--- config.mk ---
export PLATFORM = sky130hd
export DESIGN_NAME = serial_adder
export DESIGN_NICKNAME = d
export VERILOG_FILES = /design/src/rtl/adder_pkg.sv /design/src/rtl/fa_ha.sv /design/src/rtl/ha.sv /design/src/rtl/serial_adder.sv
export SDC_FILE = /design/constraint.sdc
export NUM_CORES = 1
export LEC_CHECK = 0
export CAP_MARGIN = 20
export CORE_MARGIN = 5
export CORE_UTILIZATION = 50
export DETAILED_ROUTE_END_ITERATION = 16
export PLACE_DENSITY = 0.77
export SETUP_SLACK_MARGIN = 0.05
export SYNTH_ARGS = -nofsm -noshare
export SYNTH_HDL_FRONTEND = slang
export SYNTH_SLANG_ARGS = --single-unit
--- constraint.sdc ---
create_clock -name clk -period 2.1 [get_ports clk]
set_clock_uncertainty 0.05 [all_clocks]
set_input_delay 0.42 -clock clk [delete_from_list [all_inputs] [get_ports clk]]
set_output_delay 0.42 -clock clk [all_outputs]
set_load 0.005 [all_outputs]
--- src/rtl/adder_pkg.sv ---
// Shared definitions for the bit-serial adder: FSM encoding and counter sizing.
// Latency: n/a (types and constants only).
// Backpressure: n/a.
package adder_pkg;

  typedef enum logic [1:0] {
    ST_IDLE  = 2'b00,
    ST_SHIFT = 2'b01,
    ST_DONE  = 2'b10
  } state_t;

  // Bit counter width: clog2(width), never narrower than one bit.
  function automatic int cnt_w(input int width);
    return (width <= 2) ? 1 : $clog2(width);
  endfunction

endpackage

--- src/rtl/fa_ha.sv ---
// Full adder built from two half-adder cells plus an OR of their carries.
// Latency: combinational.
// Backpressure: none.
module fa_ha (
  input  logic a,
  input  logic b,
  input  logic ci,
  output logic s,
  output logic co
);

  logic s0;
  logic c0;
  logic c1;

  ha u_ha0 (.a(a),  .b(b),  .s(s0), .c(c0));
  ha u_ha1 (.a(s0), .b(ci), .s(s),  .c(c1));

  assign co = c0 | c1;

endmodule

--- src/rtl/ha.sv ---
// Half adder cell: s = a ^ b, c = a & b.
// Latency: combinational.
// Backpressure: none.
module ha (
  input  logic a,
  input  logic b,
  output logic s,
  output logic c
);

  assign s = a ^ b;
  assign c = a & b;

endmodule

--- src/rtl/serial_adder.sv ---
// Bit-serial adder: {cout,sum} = a + b + cin, one bit per clock, LSB first.
// Latency: done pulses in the cycle after edge T0+WIDTH; accept-to-accept is WIDTH+2 cycles.
// Backpressure: start is ignored while busy; no request is queued.
module serial_adder
  import adder_pkg::*;
#(
  parameter int WIDTH = 8
) (
  input  logic             clk,
  input  logic             rst_n,
  input  logic             start,
  input  logic [WIDTH-1:0] a,
  input  logic [WIDTH-1:0] b,
  input  logic             cin,
  output logic             busy,
  output logic             done,
  output logic [WIDTH-1:0] sum,
  output logic             cout,
  output logic             s_bit
);

  localparam int                CNT_W    = cnt_w(WIDTH);
  localparam logic [CNT_W-1:0]  CNT_LAST = CNT_W'(WIDTH - 1);

  state_t           state;
  state_t           state_nx;
  logic [WIDTH-1:0] a_sr;
  logic [WIDTH-1:0] b_sr;
  logic [WIDTH-1:0] sum_sr;
  logic             carry;
  logic [CNT_W-1:0] cnt;
  logic             fa_s;
  logic             fa_c;
  logic             last_bit;
  logic [WIDTH:0]   sum_cat;

  fa_ha u_fa (
    .a  (a_sr[0]),
    .b  (b_sr[0]),
    .ci (carry),
    .s  (fa_s),
    .co (fa_c)
  );

  assign last_bit = (cnt == CNT_LAST);
  // New sum bit enters at the MSB end; slicing the concatenation also covers WIDTH=1.
  assign sum_cat  = {fa_s, sum_sr};

  // State register.
  always_ff @(posedge clk or negedge rst_n) begin
    if (!rst_n) state <= ST_IDLE;
    else        state <= state_nx;
  end

  // Next-state logic: IDLE waits for start, SHIFT runs WIDTH cycles, DONE lasts one cycle.
  always_comb begin
    state_nx = state;
    case (state)
      ST_IDLE:  if (start)    state_nx = ST_SHIFT;
      ST_SHIFT: if (last_bit) state_nx = ST_DONE;
      ST_DONE:                state_nx = ST_IDLE;
      default:                state_nx = ST_IDLE;
    endcase
  end

  // Output decode: busy outside IDLE, done in DONE, serial bit only while shifting.
  always_comb begin
    busy  = (state != ST_IDLE);
    done  = (state == ST_DONE);
    s_bit = (state == ST_SHIFT) ? fa_s : 1'b0;
  end

  // Datapath: operand capture, bit-serial add, and result registers updated on DONE entry.
  always_ff @(posedge clk or negedge rst_n) begin
    if (!rst_n) begin
      a_sr   <= '0;
      b_sr   <= '0;
      sum_sr <= '0;
      carry  <= 1'b0;
      cnt    <= '0;
      sum    <= '0;
      cout   <= 1'b0;
    end else begin
      case (state)
        ST_IDLE: begin
          if (start) begin
            a_sr   <= a;
            b_sr   <= b;
            carry  <= cin;
            cnt    <= '0;
            sum_sr <= '0;
          end
        end
        ST_SHIFT: begin
          a_sr   <= a_sr >> 1;
          b_sr   <= b_sr >> 1;
          sum_sr <= sum_cat[WIDTH:1];
          carry  <= fa_c;
          cnt    <= cnt + CNT_W'(1);
          if (last_bit) begin
            sum  <= sum_cat[WIDTH:1];
            cout <= fa_c;
          end
        end
        default: ;
      endcase
    end
  end

endmodule

After elaboration in Yosys (flattened, before gate mapping)
Cells that the tools add are included.
{ "classes": {"mux": 14, "bitwise": 5, "magnitude_cmp": 0, "addsub": 1, "mul": 0, "div": 0, "n_reduce_logical": 6, "shifts": 0, "n_eq_ne": 5} }
{ "op_table": {"columns": ["operator", "count"], "rows": [
  ["$pmux 8 s2", 3],
  ["$mux 8", 3],
  ["$pmux 3 s2", 1],
  ["$reduce_and 2->1", 3],
  ["$mux 2", 2],
  ["$ne 2x2->1 const B", 2],
  ["$pmux 2 s2", 1],
  ["$reduce_bool 2->1", 2],
  ["$add 3x1->3 const B", 1],
  ["$eq 3x3->1 const B", 1],
  ["$mux 3", 1],
  ["$and 1x1->1", 2],
  ["$eq 2x1->1 const B", 1],
  ["$eq 2x2->1 const B", 1],
  ["$logic_not 2->1", 1],
  ["$mux 1", 2],
  ["$pmux 1 s2", 1],
  ["$xor 1x1->1", 2],
  ["$or 1x1->1", 1]
]} }
{ "totals": {"latch_bits": 0, "inputBits": 20, "mem_bits_ro": 0, "out_inout_bits": 12, "mem_bits_rw": 0, "reg_bits": 39, "n_memories": 0, "wordCells": 39} }

Logic depth before layout (Yosys ltp)
Gate-level depths: netlist of run 1.
{ "depth": {"depth_word": 4, "depth_mapped": 5, "depth_no_buf": 4} }

Hierarchy
A second synthesis of run 1 with hierarchy kept.
{ "unflattened": {"cells_unflattened": 152, "hier_area_um2": 1793.0} }
{ "by_module_without_submodules": {"columns": ["mod", "area_each_um2", "n_inst", "cells_per_inst"], "rows": [
  ["serial_adder", 1761.7, 1, 149],
  ["ha", 12.5, 2, 1],
  ["fa_ha", 6.3, 1, 1]
]} }

Least setup slack after synthesis of run 1
Ideal clock, no wire load.
{ "synth_path": {"kind": "register to output", "from": "register carry", "to": "output s_bit", "stages_incl_launch_ff": 3, "n_path_buf": 0, "setup_slack_ns": 0.560, "t_arrival_ns": 1.070, "cell_sequence": "dfrtp_1 -> fa_1 -> and2_1"} }
{ "synth_between": {"elab_chain_len": 2} }
{ "synth_lines": {"columns": ["element", "line", "rtl"], "rows": [
  ["start, declared", "serial_adder.sv:30", "logic carry;"],
  ["start signal, assigned", "serial_adder.sv:89", "carry <= cin;"],
  ["$xor 1x1->1", "ha.sv:11", "assign s = a ^ b;"],
  ["net fa_s", "serial_adder.sv:32", "logic fa_s;"],
  ["$mux 1", "serial_adder.sv:70", "s_bit = (state == ST_SHIFT) ? fa_s : 1'b0;"],
  ["end, declared", "serial_adder.sv:19", "output logic s_bit"]
]} }
The timed path passes the listed nets, and every way through them passes these cells.

Worst setup path in the final report of run 1
Same ends and word-level chain as after synthesis.

==> results of run 1 <==
## worst max path at each step
stage / start / to / slack (ns) / cells after the start
2_1_floorplan: carry / s_bit / 0.56 / 2
5_1_grt: carry / s_bit / 0.04 / 3
3_5_place_dp: carry / s_bit / 0.08 / 3
4_1_cts: a_sr[0] / s_bit / 0.08 / 3
3_3_place_gp: carry / s_bit / 0.09 / 3
6_report: carry / s_bit / 0.1 / 3
## cells in the final DEF (no fill, tap or decap), types with 2 or more instances in the layout
cell / Yosys / routed
clkdlybuf4s50_1: 0 / 29
dfrtp_1: 38 / 38
a22o_1: 9 / 9
a221oi_1: 2 / 2
nor4b_1: 7 / 7
a211oi_1: 5 / 5
clkbuf_4: 0 / 5
o221a_2: 8 / 8
a211o_1: 2 / 2
inv_1: 8 / 8
clkbuf_1: 1 / 2
mux2_4: 9 / 9
nor3b_1: 7 / 7
nor2b_1: 2 / 2
nor4bb_1: 2 / 2
or4b_1: 8 / 8
buf_4: 2 / 10
ha_1: 2 / 2
## layout make-up
class                   instances  area share
multi-input cells              72      0.3212
repair buffers                 42      0.1824
flip-flops and latches         38      0.4239
clock buffers                   7     0.02008
well taps                      46     0.02566
inverters                       8     0.01339
clock inverters                 1     0.01339
## critical path, delay by kind of cell (launching register included)
family	cells	cell delay (ns)
and+or+nand+nor	1	0.14
adders and majority gates	1	0.56
buffers and inverters	1	0.08
DFF	1	0.42
## synth_stat cells (all sizes together)
master,number
nor3b,7
a211o,2
nand3b,1
a211oi,5
fa,1
mux2,9
clkbuf,2
o21ba,1
nor2b,2
or4b,8
buf,11
ha,2
dfrtp,38
inv,8
a22o,9
o221a,8
nor4bb,2
mux2i,1
o21bai,1
a21oi,1
a221oi,2
or2,1
nand2b,1
nor4b,7
and2,1
## cell families after synthesis
kind of cell / synth area share
mux: 0.08158
fa+ha+maj: 0.02531
simple gates: 0.1421
compound gates: 0.1547
flops: 0.5345
buf+inv: 0.06188
## flip-flops by register name (all words and copies together) (netlist names)
register	cells
cout	1
state	2
sum	8
b_sr	8
a_sr	8
cnt	3
carry	1
sum_sr	7
## per-stage QoR
stage | std cells | area [sq um] | util
floorplan | 131 | 1779 | -
global placement | 204 | 2147 | 0.6334
detailed placement | 204 | 2147 | 0.6334
CTS | 212 | 2217 | 0.6541
global route | 214 | 2243 | 0.6619
finish | 214 | 2243 | 0.6619
## power by group through the flow
stage	registers (uW)	logic (uW)	clock network, uW
after global routing	1310	1560	527
final	1270	1410	484
after CTS	1270	1370	491
after floorplan	1230	892	0
after global placement	1270	1330	0
after detailed placement	1290	1380	0
## routing by layer
metal / wire length, um / vias up
li1: - / 572
met2: 1807 / 34
met1: 1513 / 625
met5: 0 / -
met4: 38 / 0
met3: 194 / 4
## repair_timing
item                       CTS  global route
gates resized for setup      4             3
pin swaps                    1             1
setup endpoints to repair    1             2
buffers inserted             0             2
==> impl_metrics.tcl, run 1 <==
set metrics [dict create \
    routed_wl_um 3553 \
    vias_per_cell 5.771 \
    hold-path-endpoint "cnt[0]" \
    drc_errors 0 \
    hp-start "cnt[0]" \
    use_met1 0.1980 \
    cts_sinks 38 \
    synth_area_leaders "dfrtp_1 (53%), mux2_4 (7.6%), o221a_2 (5.1%), or4b_1 (4.5%), a22o_1 (4.4%)" \
    required_ns 1.63 \
    ys_seq_area_frac 0.5345 \
    grt_use_met3 0.04928 \
    rr_worst_depth 4 \
    grt_util_all_layers 0.1604 \
    place_congestion 0.7622 \
    drtPass1Iterations 4 \
    io_pins 32 \
    dp_hpwl_um 2491 \
    num_rows 21 \
    path_class "flip-flop to output port" \
    root_buffer "clkbuf_4" \
    drv_cap 0 \
    power.internal_uw 2196 \
    worst_ep_arrival_time_ns 1.53 \
    dp_slack_ns 0.08189 \
    start_util 0.5249 \
    leakagePower_uw 0.001006 \
    clock_power_share 0.153 \
    p_sw_frac 0.3066 \
    seq_area_sq_um 950.9 \
    hold_depth 1 \
    rsz0062_at_grt "yes" \
    r2r-start "state[1]" \
    max_slew.worst_pin.slew_ns 0.4702 \
    port_buffers 31 \
    combinationalPowerShare 0.446 \
    drtIter0Drc 80 \
    hold_viol 0 \
    r2r_setup_slack_ns 0.47 \
    antenna_cells 0 \
    path_cells "fa_1 -> and2_4 -> buf_6" \
    htreeDepth 2 \
    timing.rr.end "b_sr[5]" \
    numCtsBuffers 5 \
    synthesis.area_per_instance_sq_um 13.58 \
    finalMaxSlewViolations 0 \
    die_h_um 69.65 \
    ant_nets 0 \
    clk_latency_ns 0.34 \
    gr-total-overflow 0 \
    setup-violations-final 0 \
    ys_ff_latch 38 \
    synth_top_area_cell "dfrtp_1" \
    fin_setup_tns_ns 0 \
    drive_above_1_share 0.2321 \
    top_usage_layer "met2" \
    outcome "completed" \
    finalPower_uw 3168 \
    cts_buffer_depth 2 \
    grt_max_degree 39 \
    final_nets 190 \
    avgRoutedWirePerCell_um 16.60 \
    cpPeakStageDelay_ns 0.56 \
    ys_warn_count 0 \
    syn-instance-count 131 \
    ir_drop_uv 579.4 \
    antenna_found_initial 0 \
    hold_ws_ns 0.4499 \
    die_area_sq_mm 0.004851 \
    syn_to_final_growth_pct 26.09 \
    first_global_vias 1306 \
    hp-class "flip-flop to flip-flop" \
    synth_nets 154 \
    p_sw_uw 971.3 \
    multi_input_area_sq_um 720.7 \
    cts_hold_buffers 0 \
    ys_types 29 \
    clk_pin_slew_ns 0.11 \
    grt_util_met2 0.2712 \
    synth_area_sq_mm 0.001779 \
    cp_max_fo 2 \
    critPathSlowestCell "fa_1" \
    slew_headroom 0.6865 \
    design.core.area_sq_mm 0.003390 \
    cts_tree "done" \
    fin_ws_ns 0.09838 \
    period_minus_slack_ns 2.002 \
    vias 1235 \
    finalCritPeriodShare 0.9532 \
    grt_pass1_wl_um 6292 \
    die_w_um 69.65 \
    seq_power_share 0.401 \
    cp-start-kind "flip-flop" \
    n_fill_cell 254 \
    max_clock_freq_mhz 499.6 \
    end_kind "output port" \
    cellPowerDensity_mw_per_mm2 1412 \
    synth_top_area_frac 0.5345 \
]
No activity file was read; power rests on OpenSTA's default activity.
==> inputs of run 2 (changes only) <==
Settings changed: CELL_PAD_IN_SITES_DETAIL_PLACEMENT set to 1, CELL_PAD_IN_SITES_GLOBAL_PLACEMENT set to 2, CORE_UTILIZATION 50 to 35, CTS_CLUSTER_DIAMETER set to 60, PLACE_DENSITY 0.77 to unset, PLACE_DENSITY_LB_ADDON set to 0.1, TNS_END_PERCENT set to 5.
==> run 2 against run 1 <==
Against the previous run:
- first-iteration DRC count decreased by 39%
- clock-buffer cell count decreased by 1
- die area increased by 36%
- critical path type unchanged
- utilization decreased by 21 points
==> impl_metrics.tcl, run 2 (same netlist as run 1, synthesis figures left out) <==
set metrics [dict create \
    io_pins 32 \
    syn_to_final_growth_pct 27.00 \
    vias_per_cell 5.122 \
    die_w_um 81.30 \
    drtIter0Drc 49 \
    cpPeakStageDelay_ns 0.45 \
    rsz0062_at_grt "no" \
    cp-start-kind "flip-flop" \
    start_util 0.3551 \
    grt_max_degree 39 \
    rr_worst_depth 4 \
    crit_cells 2 \
    path_class "flip-flop to output port" \
    critPathSlowestCell "clkdlybuf4s50_1" \
    gr-total-overflow 0 \
    final_nets 191 \
    root_buffer "clkbuf_8" \
    dr_wl_met3_um 146 \
    mostFrequentLayoutCells "dfrtp_1 (38), clkdlybuf4s50_1 (29), buf_4 (12), mux2_4 (9), a22o_1 (9)" \
    finalPower_uw 3168 \
    r2r-start "state[1]" \
    path_buf_inv 1 \
    required_ns 1.63 \
    drive_above_1_share 0.2395 \
    drtPass1Iterations 4 \
    grt_util_all_layers 0.1320 \
    cts_sinks 38 \
    hp-class "input port to async pin" \
    first_global_vias 1316 \
    clk_pin_slew_ns 0.07 \
    crit_path_start "state[1]" \
    ir_drop_uv 372.4 \
    n_fill_cell 562 \
    cp_max_fo 5 \
    largest_registers "a_sr (8), b_sr (8), sum (8)" \
    place_congestion 0.7018 \
    die_h_um 81.30 \
    worst_ep_arrival_time_ns 1.48 \
    slew_headroom 0.6790 \
    routed_wl_um 3956 \
    max_clock_freq_mhz 512.0 \
    routed.top_layer "met4" \
    ant_nets 0 \
    cts_hold_buffers 0 \
    period_minus_slack_ns 1.953 \
    outcome "completed" \
    clk_latency_ns 0.28 \
    fin_setup_tns_ns 0 \
    critPathTopFamily "buffers and inverters" \
    design.core.area_sq_mm 0.005010 \
    end_kind "output port" \
    mostFrequentLayoutCell "dfrtp_1" \
    max_slew.worst_pin.slew_ns 0.4815 \
    num_rows 26 \
    met2_length_um 1949 \
    drv_cap 0 \
    dp_hpwl_um 2782 \
    drc_errors 0 \
    finalCritPeriodShare 0.9300 \
    port_buffers 31 \
    cts_tree "done" \
    setup-violations-final 0 \
    vias 1214 \
    antenna_found_initial 0 \
    leakagePower_uw 0.001004 \
    numCtsBuffers 5 \
    grt_pass1_wl_um 6706 \
    wirelength_met1_um 1842 \
    die_area_sq_mm 0.006610 \
    finalMaxSlewViolations 0 \
    cts_buffer_depth 2 \
    cellPowerDensity_mw_per_mm2 1402 \
    antenna_cells 0 \
    path_cells "or2_2 -> clkdlybuf4s50_1" \
    htreeDepth 2 \
    hold_viol 0 \
    avgRoutedWirePerCell_um 16.69 \
]
[run 2: changes by cell type in the layout (fill, tap and decap cells not counted), moves of 2 or more]
cell      previous run  this run
clkbuf_8             0         6
buf_4               10        12
clkbuf_1             2         0
clkbuf_4             5         0
buf_2                0         2
[run 2: power by group]
part / internal [uW] / switching [uW]
Clock: 253 / 241
Sequential: 1070 / 219
Combinational: 850 / 539
Total: 2170 / 999
[run 2: path summary, 6_finish.rpt]
path,slack [ns],to
hold reg to reg,0.44,cnt[0]
setup reg to reg,0.50,sum[0]
hold / removal,0.13,sum[6]
max in group asynchronous,1.53,sum[2]
setup / recovery,0.15,busy
min in group clk,0.44,cnt[0]
[run 2: layout make-up]
type	count	area, sq um	share of cell area
Multi-Input combinational cell	72	718.2	0.3178
Clock buffer	6	82.58	0.03654
Sequential cell	38	950.9	0.4208
Inverter	8	30.03	0.01329
Timing Repair Buffer	43	390.4	0.1728
Tap cell	70	87.58	0.03876
[run 2: what timing repair did]
action / CTS / global route
pin swaps: 1 / 1
setup endpoints to repair: 1 / 1
buffers inserted: 2 / 0
gates resized for setup: 3 / 1
[run 2: per-stage QoR]
step	hold WS (ns)	cell area, sq um	setup slack (ns)	instances	utilization
6_report	0.1347	2260	0.1470	237	0.4510
4_1_cts	0.1488	2266	0.05415	237	0.4523
5_1_grt	0.1797	2260	0.08445	237	0.4510
3_3_place_gp	0.4201	2167	0.08740	229	0.4326
3_5_place_dp	0.4282	2167	0.06467	229	0.4326
2_1_floorplan	0.07441	1779	0.5600	131	-
[run 2: layer usage]
| layer | track usage | vias up |
|---|---|---|
| met3 | 0.02993 | 2 |
| met4 | 0.04054 | 0 |
| li1 | - | 570 |
| met1 | 0.1792 | 618 |
| met5 | 0 | - |
| met2 | 0.2085 | 24 |
